===== src/rtl/uart_prog_loader.sv =====
// rtl/uart_prog_loader.sv - UART boot loader: receives a framed image, writes words from address 0, then releases the core.
// Frame: SYNC, N[7:0], N[15:8], 4*N little-endian data bytes, XOR checksum over the length and data bytes.
module uart_prog_loader #(
  parameter int          CLKS_PER_BIT = 434,
  parameter int          ADDR_W       = 12,
  parameter logic [7:0]  SYNC_BYTE    = 8'hA5
) (
  input  logic              clk,
  input  logic              rst_n,
  input  logic              rx,
  output logic [ADDR_W-1:0] mem_addr,
  output logic [31:0]       mem_wdata,
  output logic              mem_we,
  output logic              core_run,
  output logic              load_done,
  output logic              load_err
);

  localparam int             CW        = $clog2(CLKS_PER_BIT);
  localparam logic [CW-1:0]  FULL_M1   = CW'(CLKS_PER_BIT - 1);
  localparam logic [CW-1:0]  HALF_M1   = CW'(CLKS_PER_BIT / 2 - 1);
  localparam logic [31:0]    MAX_WORDS = 32'd1 << ADDR_W;

  typedef enum logic [2:0] {R_IDLE, R_START, R_DATA, R_STOP, R_WAIT} rx_state_t;
  typedef enum logic [2:0] {P_SYNC, P_LEN0, P_LEN1, P_DATA, P_CSUM, P_DONE, P_ERR} p_state_t;

  logic            rx_s1_q, rx_s2_q, rx_prev_q;
  rx_state_t       rx_st_q, rx_st_d;
  logic [CW-1:0]   cnt_q, cnt_d;
  logic [2:0]      bit_q, bit_d;
  logic [7:0]      shift_q, shift_d;
  logic            byte_valid, frame_err;
  logic [7:0]      rx_byte;

  p_state_t        p_st_q, p_st_d;
  logic [7:0]      csum_q, csum_d;
  logic [15:0]     len_q, len_d, n_new;
  logic [ADDR_W:0] widx_q, widx_d;
  logic [1:0]      k_q, k_d;
  logic [23:0]     word_q, word_d;
  logic [ADDR_W-1:0] mem_addr_q, mem_addr_d;
  logic [31:0]     mem_wdata_q, mem_wdata_d;
  logic            mem_we_q, mem_we_d;
  logic            core_run_q, core_run_d;
  logic            load_done_q, load_done_d;
  logic            load_err_q, load_err_d;

  assign rx_byte = shift_q;

  always_comb begin
    rx_st_d    = rx_st_q;
    cnt_d      = cnt_q;
    bit_d      = bit_q;
    shift_d    = shift_q;
    byte_valid = 1'b0;
    frame_err  = 1'b0;
    case (rx_st_q)
      R_IDLE: begin
        if (rx_prev_q && !rx_s2_q) begin
          rx_st_d = R_START;
          cnt_d   = '0;
        end
      end
      R_START: begin
        // A line that is high again at mid-start-bit was only a glitch.
        if (cnt_q == HALF_M1) begin
          cnt_d   = '0;
          bit_d   = '0;
          rx_st_d = rx_s2_q ? R_IDLE : R_DATA;
        end else begin
          cnt_d = cnt_q + 1'b1;
        end
      end
      R_DATA: begin
        if (cnt_q == FULL_M1) begin
          cnt_d   = '0;
          shift_d = {rx_s2_q, shift_q[7:1]};
          if (bit_q == 3'd7) rx_st_d = R_STOP;
          else               bit_d   = bit_q + 1'b1;
        end else begin
          cnt_d = cnt_q + 1'b1;
        end
      end
      R_STOP: begin
        if (cnt_q == FULL_M1) begin
          cnt_d = '0;
          if (rx_s2_q) begin
            byte_valid = 1'b1;
            rx_st_d    = R_IDLE;
          end else begin
            frame_err = 1'b1;
            rx_st_d   = R_WAIT;
          end
        end else begin
          cnt_d = cnt_q + 1'b1;
        end
      end
      R_WAIT: begin
        if (rx_s2_q) rx_st_d = R_IDLE;
      end
      default: rx_st_d = R_IDLE;
    endcase
  end

  always_comb begin
    p_st_d      = p_st_q;
    csum_d      = csum_q;
    len_d       = len_q;
    widx_d      = widx_q;
    k_d         = k_q;
    word_d      = word_q;
    mem_addr_d  = mem_addr_q;
    mem_wdata_d = mem_wdata_q;
    mem_we_d    = 1'b0;
    core_run_d  = core_run_q;
    load_done_d = load_done_q;
    load_err_d  = load_err_q;
    n_new       = {rx_byte, len_q[7:0]};
    if (frame_err && p_st_q != P_DONE && p_st_q != P_ERR) begin
      p_st_d     = P_ERR;
      load_err_d = 1'b1;
    end else if (byte_valid) begin
      case (p_st_q)
        P_SYNC: begin
          if (rx_byte == SYNC_BYTE) begin
            csum_d = '0;
            widx_d = '0;
            k_d    = '0;
            p_st_d = P_LEN0;
          end
        end
        P_LEN0: begin
          len_d[7:0] = rx_byte;
          csum_d     = csum_q ^ rx_byte;
          p_st_d     = P_LEN1;
        end
        P_LEN1: begin
          len_d  = n_new;
          csum_d = csum_q ^ rx_byte;
          if (32'(n_new) > MAX_WORDS) begin
            p_st_d     = P_ERR;
            load_err_d = 1'b1;
          end else if (n_new == 16'd0) begin
            p_st_d = P_CSUM;
          end else begin
            p_st_d = P_DATA;
          end
        end
        P_DATA: begin
          csum_d = csum_q ^ rx_byte;
          k_d    = k_q + 1'b1;
          case (k_q)
            2'd0: word_d[7:0]   = rx_byte;
            2'd1: word_d[15:8]  = rx_byte;
            2'd2: word_d[23:16] = rx_byte;
            default: begin
              mem_we_d    = 1'b1;
              mem_addr_d  = widx_q[ADDR_W-1:0];
              mem_wdata_d = {rx_byte, word_q};
              widx_d      = widx_q + 1'b1;
              if (32'(widx_q) + 32'd1 == 32'(len_q)) p_st_d = P_CSUM;
            end
          endcase
        end
        P_CSUM: begin
          if (rx_byte == csum_q) begin
            p_st_d      = P_DONE;
            core_run_d  = 1'b1;
            load_done_d = 1'b1;
          end else begin
            p_st_d     = P_ERR;
            load_err_d = 1'b1;
          end
        end
        default: ;
      endcase
    end
  end

  always_ff @(posedge clk or negedge rst_n) begin
    if (!rst_n) begin
      rx_s1_q     <= 1'b1;
      rx_s2_q     <= 1'b1;
      rx_prev_q   <= 1'b1;
      rx_st_q     <= R_IDLE;
      cnt_q       <= '0;
      bit_q       <= '0;
      shift_q     <= '0;
      p_st_q      <= P_SYNC;
      csum_q      <= '0;
      len_q       <= '0;
      widx_q      <= '0;
      k_q         <= '0;
      word_q      <= '0;
      mem_addr_q  <= '0;
      mem_wdata_q <= '0;
      mem_we_q    <= 1'b0;
      core_run_q  <= 1'b0;
      load_done_q <= 1'b0;
      load_err_q  <= 1'b0;
    end else begin
      rx_s1_q     <= rx;
      rx_s2_q     <= rx_s1_q;
      rx_prev_q   <= rx_s2_q;
      rx_st_q     <= rx_st_d;
      cnt_q       <= cnt_d;
      bit_q       <= bit_d;
      shift_q     <= shift_d;
      p_st_q      <= p_st_d;
      csum_q      <= csum_d;
      len_q       <= len_d;
      widx_q      <= widx_d;
      k_q         <= k_d;
      word_q      <= word_d;
      mem_addr_q  <= mem_addr_d;
      mem_wdata_q <= mem_wdata_d;
      mem_we_q    <= mem_we_d;
      core_run_q  <= core_run_d;
      load_done_q <= load_done_d;
      load_err_q  <= load_err_d;
    end
  end

  assign mem_addr  = mem_addr_q;
  assign mem_wdata = mem_wdata_q;
  assign mem_we    = mem_we_q;
  assign core_run  = core_run_q;
  assign load_done = load_done_q;
  assign load_err  = load_err_q;

endmodule

===== config.mk =====
export PLATFORM = sky130hd
export DESIGN_NAME = uart_prog_loader
export DESIGN_NICKNAME = d
export VERILOG_FILES = /design/src/rtl/uart_prog_loader.sv
export SDC_FILE = /design/constraint.sdc
export NUM_CORES = 1
export LEC_CHECK = 0
export ABC_CLOCK_PERIOD_IN_PS = 3190
export BUFFER_PORTS_ARGS = -buffer_cell sky130_fd_sc_hd__buf_2
export CELL_PAD_IN_SITES_DETAIL_PLACEMENT = 0
export CELL_PAD_IN_SITES_GLOBAL_PLACEMENT = 1
export CORE_MARGIN = 3
export CORE_UTILIZATION = 45
export DETAILED_ROUTE_END_ITERATION = 8
export HOLD_SLACK_MARGIN = 0.15
export PLACE_DENSITY = 0.85
export SLEW_MARGIN = 25
export SYNTH_ARGS = -nofsm -noshare
export SYNTH_HDL_FRONTEND = slang
export SYNTH_SLANG_ARGS = --single-unit

===== constraint.sdc =====
create_clock -name clk -period 3.19 [get_ports clk]
set_input_delay 0.1595 -clock clk [delete_from_list [all_inputs] [get_ports clk]]
set_output_delay 0.1595 -clock clk [all_outputs]
set_load 0.1 [all_outputs]

==> summary.md <==
| Metric | Value |
|---|---|
| Max-cap violations | `0` |
| Layout cells sized above 1 | `21.1%` |
| Number of global-route vias before repair | `5,054` |
| Ranking of synthesized cells by area | `dfrtp_1 51%, nand2_1 9.8%, mux2_2 7.1%, o21ai_0 3.9%, ha_1 1.9%` |
| Max rail drop VDD | `~0.36 mV` |
| RePlAce Congestion | `0.837` |
| Top_reg_cell synth | `dfrtp_1` |
| R2r worst-path depth | `8` |
| Final ANT Viol Nets | `0` |
| Worst hold start | `rx_s1_q` |
| Tcrit/Tclk final | `92.1%` |
| Critical path fanouts, max | `9` |
| Hold depth | `0` |
| Die Y | `about 130 um` |
| Die area | `16,300 um^2` |
| Cell variety after synth | `63` |
| Min Tclk post-route | `2.94 ns` |
| Setup slack, reg-to-reg | `0.25 ns` |
| Drt pass-1 iters | `6` |
| Global-route wire length before repair | `25,500 um` |
| Core area | `14,200 um^2` |
| Total wire length | `14,800 um` |
| Mean Syn Cell Area | `9.81 um^2` |
| Clk pin slew, worst setup/hold paths | `0.06 ns` |
| WL/cell | `16.1 um` |
| Total CTS buffers | `17` |
| Clock sinks | `~140` |
| # resized after CTS | `0` |
| RSZ-0062 raised after global routing | `no` |
| Placed cells | `889` |
| Top cell type's share of synthesized area | `about half` |
| Cell count after synthesis | `681` |
| Hold Crit Class | `reg -> reg` |
| Crit Path Category | `reg -> reg` |
| Port Buffers | `50` |
| Area delta synth->final | `15.8%` |
| Root buffer cell | `clkbuf_16` |
| Reg-to-reg critical path startpoint | `widx_q[0]` |
| Yosys top cell by area | `dfrtp_1` |
| Initial antenna violation count | `0` |
| LEAKAGE | `3.88 nW` |
| Crit path DAT | `3.23 ns` |
| Starting Density | `a little under half` |
| Seq. cell area | `3480 um^2` |
| Post-route cell area | `7730 um^2` |
| Largest net degree at the start of global routing | `100` |
| # DRC | `0` |
| All-Layer GR Usage | `19.5%` |
| Pwr dens | `532 nW/um^2` |
| Num ports | `51` |
| CP Launch Type | `flop` |
| Post-place setup slack | `0.314 ns` |
| Num rows | `43` |
| Async SR Flop Fraction | `100%` |
| Seq cells post-synth | `approximately 140` |
| H-tree depth | `4` |
| Die Width | `128 um` |
| # setup viols final | `0` |
| Total nets after synthesis | `~700` |
| Worst clock skew | `around 0.0067 ns` |
| Clk buf depth | `2` |
| Number of flops mapped to enable cells by yosys | `0` |
| Slew Limit Fails | `0` |
| CP required | `3.49 ns` |
| Sequential area share after synthesis | `52.1%` |
| Placed Instance Area | `7120 um^2` |
| Reg-to-Reg End | `p_st_q[0]` |
| Via count | `5,096` |
| Violation count after the first detailed-routing iteration | `436` |
| Rel. slew slack | `38.3%` |
| CTS tree | `done` |
| Worst setup margin | `0.253 ns` |
| Global route overflow | `0` |
| Worst setup EP type | `flop` |
| Fin nets | `743` |
| Warnings, synthesis | `0` |
| Setup Buffers After CTS | `0` |
| Post-DP HPWL | `9700 um` |
| Number of antenna diodes | `0` |
| Multi-input gate area | `2960 um^2` |
| Via/cell ratio | `~5.5` |
| Fmax achieved | `between 300 and 400 MHz` |
| Fin. Hold Viols | `0` |
| Final setup TNS | `0 ns` |
| Fill cells | `roughly 1,300` |
| Post-Syn Area | `6680 um^2` |
| Slew @ Worst Pin | `0.925 ns` |
| Outcome | `finished, final reports clean` |
| Clk_lat worst skew | `0.42 ns` |
| WHS Endpoint | `rx_s2_q` |
| Final cell count without fillers | `923` |
## registers in the layout, indices dropped and copies added (netlist names), 2 cells and up
| register | cells |
|---|---|
| cnt_q | 9 |
| p_st_q | 3 |
| rx_byte | 8 |
| mem_addr | 12 |
| widx_q | 13 |
| word_q | 24 |
| k_q | 2 |
| bit_q | 3 |
| csum_q | 8 |
| len_q | 16 |
| rx_st_q | 3 |
| mem_wdata | 32 |
## synth_stat cells (9+ instances only)
cell      number
mux2_2        42
inv_1         17
ha_1          10
clkbuf_1      20
nand3_1       12
nor2_1        28
xnor2_1       10
nand2b_1      15
o31ai_1       13
nand2_1      175
dfrtp_1      136
a21oi_1       14
nor3_1        13
o21ai_0       52
nor4_1         9
## area by class of cell
class	count	area share, %
inverter	17	0.825
tap	180	2.91
clock inverter	15	2.17
timing repair buffer	67	5.36
multi-input combinational	488	38.2
clock buffer	17	5.50
sequential	139	45.0
## where the power goes
part | switching, mW | internal, mW | total, mW
Combinational | 0.170 | 0.107 | 0.277
Clock | 0.792 | 1.16 | 1.96
Sequential | 0.0617 | 1.82 | 1.88
## routing by layer
metal,track usage [%],share of wire [%],wire length [um]
met5,0,0,0
met4,6.30,1.3,195
met3,4.54,4.1,614
met2,31.5,48,7170
met1,26.2,46,6870
## placed cells by master, fill, tap and decap left out, types with 4 or more instances in the layout
| cell | netlist | layout |
|---|---|---|
| nor4_1 | 9 | 9 |
| inv_1 | 17 | 17 |
| o31ai_1 | 13 | 13 |
| nand2b_1 | 15 | 15 |
| nand4_1 | 8 | 8 |
| nor3_1 | 13 | 13 |
| a21o_1 | 4 | 4 |
| nor4b_1 | 4 | 4 |
| and3_1 | 5 | 5 |
| buf_4 | 8 | 13 |
| nor3b_1 | 5 | 5 |
| dfrtp_1 | 136 | 136 |
| xnor2_1 | 10 | 10 |
| buf_2 | 6 | 49 |
| clkbuf_16 | 0 | 17 |
| ha_1 | 10 | 10 |
| a21oi_1 | 14 | 14 |
| nor2b_1 | 7 | 7 |
| mux2_2 | 42 | 42 |
| clkinv_4 | 0 | 4 |
| nor2_1 | 28 | 28 |
| nand2_1 | 175 | 175 |
| xor2_1 | 8 | 8 |
| o21ai_0 | 52 | 52 |
| nand3_1 | 12 | 12 |
## repair_timing
item	CTS	global route
setup endpoints to repair	0	0
hold buffers	2	0
hold endpoints to repair	99	0
## worst max-delay path: stages, from the launching register on
cell and delay, ns:
dfrtp_1 0.48, ha_1 0.32, nand3_2 0.22, o31a_1 0.37
or4_4 0.48, nand3_2 0.11, o31ai_2 0.08, a2111oi_4 0.41
mux2_4 0.33
## worst max path at each step
stage,cells past startpoint,to,from,slack (ns)
6_report,8,p_st_q[0],widx_q[0],0.25
5_1_grt,8,p_st_q[0],widx_q[0],0.12
4_1_cts,8,p_st_q[0],widx_q[0],0.26
3_5_place_dp,8,p_st_q[0],widx_q[0],0.31
3_3_place_gp,8,p_st_q[0],widx_q[0],0.44
2_1_floorplan,8,p_st_q[0],widx_q[0],0.57
## logic make-up after synthesis
group | after synthesis | synth area share (%)
flip-flops | 139 | 52.1
AND/OR/NAND/NOR | 303 | 21.6
AO/OA/AOI/OAI | 112 | 10.8
multiplexers | 45 | 7.61
buffers and inverters | 54 | 3.62
adder cells (fa/ha/maj) | 10 | 1.87
XOR/XNOR | 18 | 2.36
## through the flow
stage	power [mW]	utilization [%]	hold slack, ns
finish	4.11	54.4	0.362
global route	4.30	54.4	0.368
CTS	4.16	54.4	0.363
floorplan	2.09	-	-0.136
global placement	2.16	50.1	0.265
detailed placement	2.19	50.1	0.268
Power figures use the tool's default switching activity.
